[config.mk]
export PLATFORM = sky130hd
export DESIGN_NAME = ex_branch_resolve
export DESIGN_NICKNAME = d
export VERILOG_FILES = /design/src/rtl/ex_branch_resolve.sv
export SDC_FILE = /design/constraint.sdc
export NUM_CORES = 1
export LEC_CHECK = 0
export CORE_MARGIN = 2
export CORE_UTILIZATION = 40
export CTS_BUF_LIST = sky130_fd_sc_hd__clkbuf_2 sky130_fd_sc_hd__clkbuf_4 sky130_fd_sc_hd__clkbuf_8
export DETAILED_ROUTE_END_ITERATION = 12
export SYNTH_ARGS = -nofsm -noshare
export SYNTH_HDL_FRONTEND = slang
export SYNTH_SLANG_ARGS = --single-unit
[constraint.sdc]
create_clock -name clk -period 4.7 [get_ports clk]
set_clock_uncertainty 0.1 [all_clocks]
set_input_delay 0.94 -clock clk [delete_from_list [all_inputs] [get_ports clk]]
set_output_delay 0.94 -clock clk [all_outputs]
set_load 0.05 [all_outputs]
[src/rtl/ex_branch_resolve.sv]
// EX-stage branch resolution: evaluates RV32I branch conditions, flags
// mispredicts, drives the wrong-path kill window and keeps statistics.
module ex_branch_resolve #(
    parameter int FLUSH_CYCLES = 2,
    parameter int CNT_W        = 32
) (
    input  logic             clk,
    input  logic             reset,
    input  logic             ID_branch,
    input  logic [2:0]       ID_funct3,
    input  logic             ID_pred_take,
    input  logic [31:0]      ID_rs1_val,
    input  logic [31:0]      ID_rs2_val,
    input  logic             EX_stall,
    input  logic             stat_clear,
    output logic             EX_branch,
    output logic             EX_zero,
    output logic             EX_flush,
    output logic             EX_kill,
    output logic             EX_illegal,
    output logic [CNT_W-1:0] stat_branches,
    output logic [CNT_W-1:0] stat_mispredicts
);

    localparam int KW = (FLUSH_CYCLES > 1) ? $clog2(FLUSH_CYCLES) : 1;
    localparam logic [KW-1:0] KILL_INIT = KW'(FLUSH_CYCLES - 1);

    typedef struct packed {
        logic        valid;
        logic [2:0]  funct3;
        logic        pred_take;
        logic [31:0] rs1;
        logic [31:0] rs2;
    } ex_reg_t;

    ex_reg_t         ex_q, ex_d;
    logic [KW-1:0]   kill_q, kill_d;
    logic [CNT_W-1:0] br_q, br_d;
    logic [CNT_W-1:0] mp_q, mp_d;

    logic taken;
    logic illegal;
    logic eq;
    logic lt_s;
    logic lt_u;

    assign eq   = (ex_q.rs1 == ex_q.rs2);
    assign lt_s = ($signed(ex_q.rs1) < $signed(ex_q.rs2));
    assign lt_u = (ex_q.rs1 < ex_q.rs2);

    always_comb begin
        taken   = 1'b0;
        illegal = 1'b0;
        unique case (ex_q.funct3)
            3'b000: taken = eq;
            3'b001: taken = ~eq;
            3'b100: taken = lt_s;
            3'b101: taken = ~lt_s;
            3'b110: taken = lt_u;
            3'b111: taken = ~lt_u;
            3'b010,
            3'b011: illegal = 1'b1;
        endcase
    end

    assign EX_branch  = ex_q.valid & ~EX_stall;
    assign EX_zero    = EX_branch & taken;
    assign EX_illegal = EX_branch & illegal;
    assign EX_flush   = EX_branch & (taken != ex_q.pred_take);
    assign EX_kill    = EX_flush | (kill_q != '0);

    // Anything entering during a kill cycle is wrong-path and dropped.
    always_comb begin
        ex_d = ex_q;
        if (!EX_stall) begin
            ex_d.valid     = ID_branch & ~EX_kill;
            ex_d.funct3    = ID_funct3;
            ex_d.pred_take = ID_pred_take;
            ex_d.rs1       = ID_rs1_val;
            ex_d.rs2       = ID_rs2_val;
        end
    end

    always_comb begin
        kill_d = kill_q;
        if (EX_flush) begin
            kill_d = KILL_INIT;
        end else if ((kill_q != '0) && !EX_stall) begin
            kill_d = kill_q - 1'b1;
        end
    end

    always_comb begin
        br_d = br_q;
        mp_d = mp_q;
        if (stat_clear) begin
            br_d = '0;
            mp_d = '0;
        end else begin
            if (EX_branch && (br_q != '1)) br_d = br_q + 1'b1;
            if (EX_flush && (mp_q != '1))  mp_d = mp_q + 1'b1;
        end
    end

    always_ff @(posedge clk or negedge reset) begin
        if (!reset) begin
            ex_q   <= '0;
            kill_q <= '0;
            br_q   <= '0;
            mp_q   <= '0;
        end else begin
            ex_q   <= ex_d;
            kill_q <= kill_d;
            br_q   <= br_d;
            mp_q   <= mp_d;
        end
    end

    assign stat_branches    = br_q;
    assign stat_mispredicts = mp_q;

    a_no_flush_in_kill : assert property (
        @(posedge clk) disable iff (!reset)
        !(EX_flush && (kill_q != '0))
    );

endmodule
-- Word level (Yosys, flattened, before mapping)
Cells that the tools add are included.
- bits in registers: 134
- output and inout bits: 69
- add/sub/neg operators: 3
- magnitude comparators: 2
- eq/ne operators: 11
- mux-type cells: 8
- bitwise logic cells: 11
- reduce and logical (&&, ||, !) cells: 9
- operators by type and width (operator ; number):
    $mux W32 ; 4
    $add A32 B1 Y32 const B ; 2
    $lt A32 B32 Y1 ; 2
    $ne A32 B32 Y1 const B ; 2
    $eq A32 B32 Y1 ; 1
    $eq A3 B3 Y1 const B ; 4
    $eq A3 B2 Y1 const B ; 2
    $pmux W1 S6 ; 1
    $reduce_bool A2 Y1 ; 3
    $and A1 B1 Y1 ; 5
    $not A1 Y1 ; 5
    $eq A3 B1 Y1 const B ; 1
    $logic_and A1 B1 Y1 ; 3
    $logic_not A3 Y1 ; 1
    $mux W1 ; 3
    $reduce_or A2 Y1 ; 1
    $logic_not A1 Y1 ; 1
    $ne A1 B1 Y1 ; 1
    $or A1 B1 Y1 ; 1
    $sub A1 B1 Y1 const B ; 1

-- Longest topological paths before layout
- depth after elaboration: 8
- gate-level depth with buffers: 12

-- Least setup slack after synthesis
Ideal clock, no wire load.
- kind: reg2out
- start point: reg ex_q[14] (netlist name)
- end point: out EX_kill
- data arrival time: 3259 ps
- data required time: 3660 ps
- path slack: 401 ps
- cell stages (with the launch flop): 12
- buffers on the path: 1
- cell sequence: dfrtp_1 > inv_1 > ha_1 > a21oi_1 > nand2_1 > a221o_1 > o31a_1 > o41ai_2 > nor3_2 > buf_2 > nor2_1 > or2_2
- word-level cells in the longest chain between the ends: 6
- elaborated cells on any way between the ends: 10
- RTL lines (item ; RTL line ; RTL):
    start: declaration ; 36 ; ex_reg_t ex_q, ex_d;
    start signal: assignment ; 107 ; ex_q <= '0;
    start signal: assignment ; 112 ; ex_q <= ex_d;
    $lt A32 B32 Y1 (tied with other cells) ; 49 ; assign lt_u = (ex_q.rs1 < ex_q.rs2);
    $not A1 Y1 (on tied branches) ; 60, 56, 58 ;
    $pmux W1 S6 (*) ; 54 ; unique case (ex_q.funct3)
    $ne A1 B1 Y1 (*) ; 69 ; assign EX_flush = EX_branch & (taken != ex_q.pred_take);
    $and A1 B1 Y1 (*) ; 69 ;
    named net EX_flush ; 18 ; output logic EX_flush,
    $or A1 B1 Y1 (*) ; 70 ; assign EX_kill = EX_flush | (kill_q != '0);
    end: declaration ; 19 ; output logic EX_kill,
Mark *: on every way through the listed nets, which the timed path passes. The rest lies on a longest branch.

-- Worst setup path in the final report
- start point: reg ex_q[46] (netlist name)
- end point: out EX_kill
- word-level cells in the longest chain between the ends: 6
- elaborated cells on any way between the ends: 10
- RTL lines (item ; RTL line):
    $lt A32 B32 Y1 (tied with other cells) ; 49
    $not A1 Y1 (on tied branches) ; 60, 56, 58
    $pmux W1 S6 (*) ; 54
    $ne A1 B1 Y1 (*) ; 69
    $and A1 B1 Y1 (*) ; 69
    $or A1 B1 Y1 (*) ; 70
Every way passes the cells marked *; elsewhere a longest branch is shown, timed or not.

==> metrics <==
layer with the highest usage met2; Clk Latency, worst-skew pair 0.44 ns; Clk pwr share 37.2%; pin count of the biggest net entering global routing 85; fin crit period 4.49 ns; dominant cell type by area after synthesis dfrtp_1; critical path peak fanout 4; Worst Tran Pin Value 0.996 ns; fraction of registers with async set/reset 100%; Worst Setup SP ex_q[46]; DRC viols 0; crit path DAT 3.45 ns; most common cell after layout, fill and taps aside clkdlybuf4s50_1; HPWL Detailed 11600 um; Worst setup EP type output pin; met3 global-route usage 3.50%; Mean Syn Cell Area 10.5 um2; endpoints failing setup 0; ranking of synthesized cells by area dfrtp_1 (47%), mux2_2 (13%), ha_1 (6.0%); DR vias/cell 5.28; fillers 1569; synthesized area 7110 um2; GR Util met2 30.6%; Inst Count DP 1024; fin util 52.7%; Total Routed Length 16600 um; Setup crit start kind flop; die area 18900 um2; status completed; clk buf depth 2; global route overflow 0; Synth top area share 47.2%; Combinational Power Share 16.5%; Sw Share 27.3%; hold_ws 0.408 ns; gr usage total 18.5%; # clock sinks 134; Hold WC Path Type reg2reg; Initial DRC Count 297; fmax 223 MHz; Pre-antenna DRT Iters 5; first-pass GRT wire length 27500 um; total of max-cap violations 0; most frequent cells in the layout clkdlybuf4s50_1 (135), dfrtp_1 (134), mux2_2 (85); Mapped Nets 786; Seq cells post-synth 134; H-tree depth 4; Crit Path Class reg2out; Starting Density 41.0%; CTS tree yes; Die H 137 um; Rel. slew slack 33.6%; leakage 0.00387 uW; number of flops mapped to enable cells by yosys 0; Slew Limit Fails 0; period utilization 95.6%; Pwr Density 297 nW/um2; Die W 137 um; Hold Crit Start ex_q[29]; sequential area share after synthesis 47.2%; Psw 743 uW; root buffer cell clkbuf_8; Primary FF master, synth dfrtp_1; cts hold-fix bufs 0; ant diodes 0; ANT nets after route 0; worst path required time 3.66 ns; register area 3350 um2; vias in the first global route 5604; nets 925; Flop pwr share 46.2%; multi-input combinational cell area 3500 um2; synth-to-layout area growth 28.7%; post-synth cell types 51; worst vdd ir 0.181 mV; Core Area 17400 um2; layout cells sized above 1 17.0%; CTS Buf Count 17; initial antenna violation count 0; routed via count 5572; DR WL/cell 15.7 um; PortBufs 141; Hold Vio Cnt, Final 0; P_int 1980 uW; I/O Pins 142; row cnt 48; RSZ-0062 raised after global routing true; final std cells w/o fill 1056; GPL Wtd Cong 0.806; synthesized netlist cell count 679; Reg clk slew, reported paths 0.08 ns; worst r2r src ex_q[46]; met1 Usage GRT 24.2%; Synth warnings 0
[cells by family (layout without fill, tap and decap cells)]
family,after synthesis,in the layout,share of synthesized area [%]
and+or+nand+nor,259,259,19.6
DFF,134,134,47.2
muxes,88,88,14.0
AOI/OAI and AO/OA,72,72,6.30
buffers and inverters,66,218,3.70
adders and majority gates,34,34,5.98
xor gates and xnor gates,26,26,3.20
[metal layers]
layer / up-vias / part of all wire, %
met2: 131 / 48
met4: 0 / 1.6
li1: 2692 / -
met5: - / 0
met3: 20 / 4.3
met1: 2729 / 46
[cells in the mapped netlist, types with 2 or more instances]
master    instances
dfrtp_1         134
mux2_2           85
nor2_1           63
inv_1            39
ha_1             34
nand2_1          33
a21oi_1          32
nand3_1          29
nand4_1          28
nor2b_1          23
nor3_1           23
clkbuf_1         20
o21ai_0          15
xor2_1           14
xnor2_1          12
and3_1           11
or3_1            11
or4_1             8
and4_1            7
o31ai_1           7
buf_2             6
nand2b_1          4
nor4_1            3
or2_2             3
a21o_1            2
a221o_1           2
a32o_1            2
and2_1            2
mux2_4            2
nand4b_1          2
nor3b_1           2
nor4_4            2
[metrics by stage]
step	total power [uW]	setup TNS (ns)	cell area [um2]	setup WS, ns
floorplan	1560	0	7110	0.401
global placement	1720	0	8720	0.685
detailed placement	1740	0	8720	0.578
CTS	2760	0	9140	0.0683
global route	2870	-0.0136	9150	-0.0136
finish	2720	0	9150	0.209
[registers in the layout (all words and copies together) (netlist names)]
name / flops
stat_branches: 32
kill_q: 1
stat_mispredicts: 32
ex_q: 69
[power by group through the flow]
stage / Clock (uW) / Sequential [uW] / Combinational, uW
floorplan: 0 / 1270 / 290
global placement: 0 / 1280 / 445
detailed placement: 0 / 1280 / 455
CTS: 1050 / 1260 / 457
global route: 1100 / 1270 / 503
finish: 1010 / 1260 / 449
[critical path: stages, from the launching register on]
cell	delay (ns)
dfrtp_1	0.39
ha_1	0.32
nand4_1	0.19
nor4_1	0.59
nand3_1	0.19
and2_1	0.22
a221o_1	0.36
nor3_4	0.14
nor2_1	0.10
or2_2	0.32
buf_4	0.20
[cell type report]
class,instances,area share [%]
clock inverter,12,1.66
tap,225,3.08
sequential,134,36.7
timing repair buffer,147,15.8
inverter,39,1.60
clock buffer,20,2.94
multi-input combinational,479,38.3
[timing repair]
action / CTS / global route
hold endpoints to repair: 0 / 0
setup endpoints to repair: 0 / 2
gates resized for setup: 0 / 2
setup buffers: 0 / 0
[path summary, 6_finish.rpt]
kind | end | slack, ns | cells after the start
max reg2reg | stat_mispredicts[2] | 1.24 | 9
min | ex_q[29] | 0.41 | 1
max | EX_kill | 0.21 | 10
min in group asynchronous | ex_q[7] | 0.43 | 1
min reg2reg | ex_q[29] | 0.41 | 1
max in group asynchronous | stat_mispredicts[0] | 3.15 | 2
Note: power is estimated with default switching activity, not from simulation.
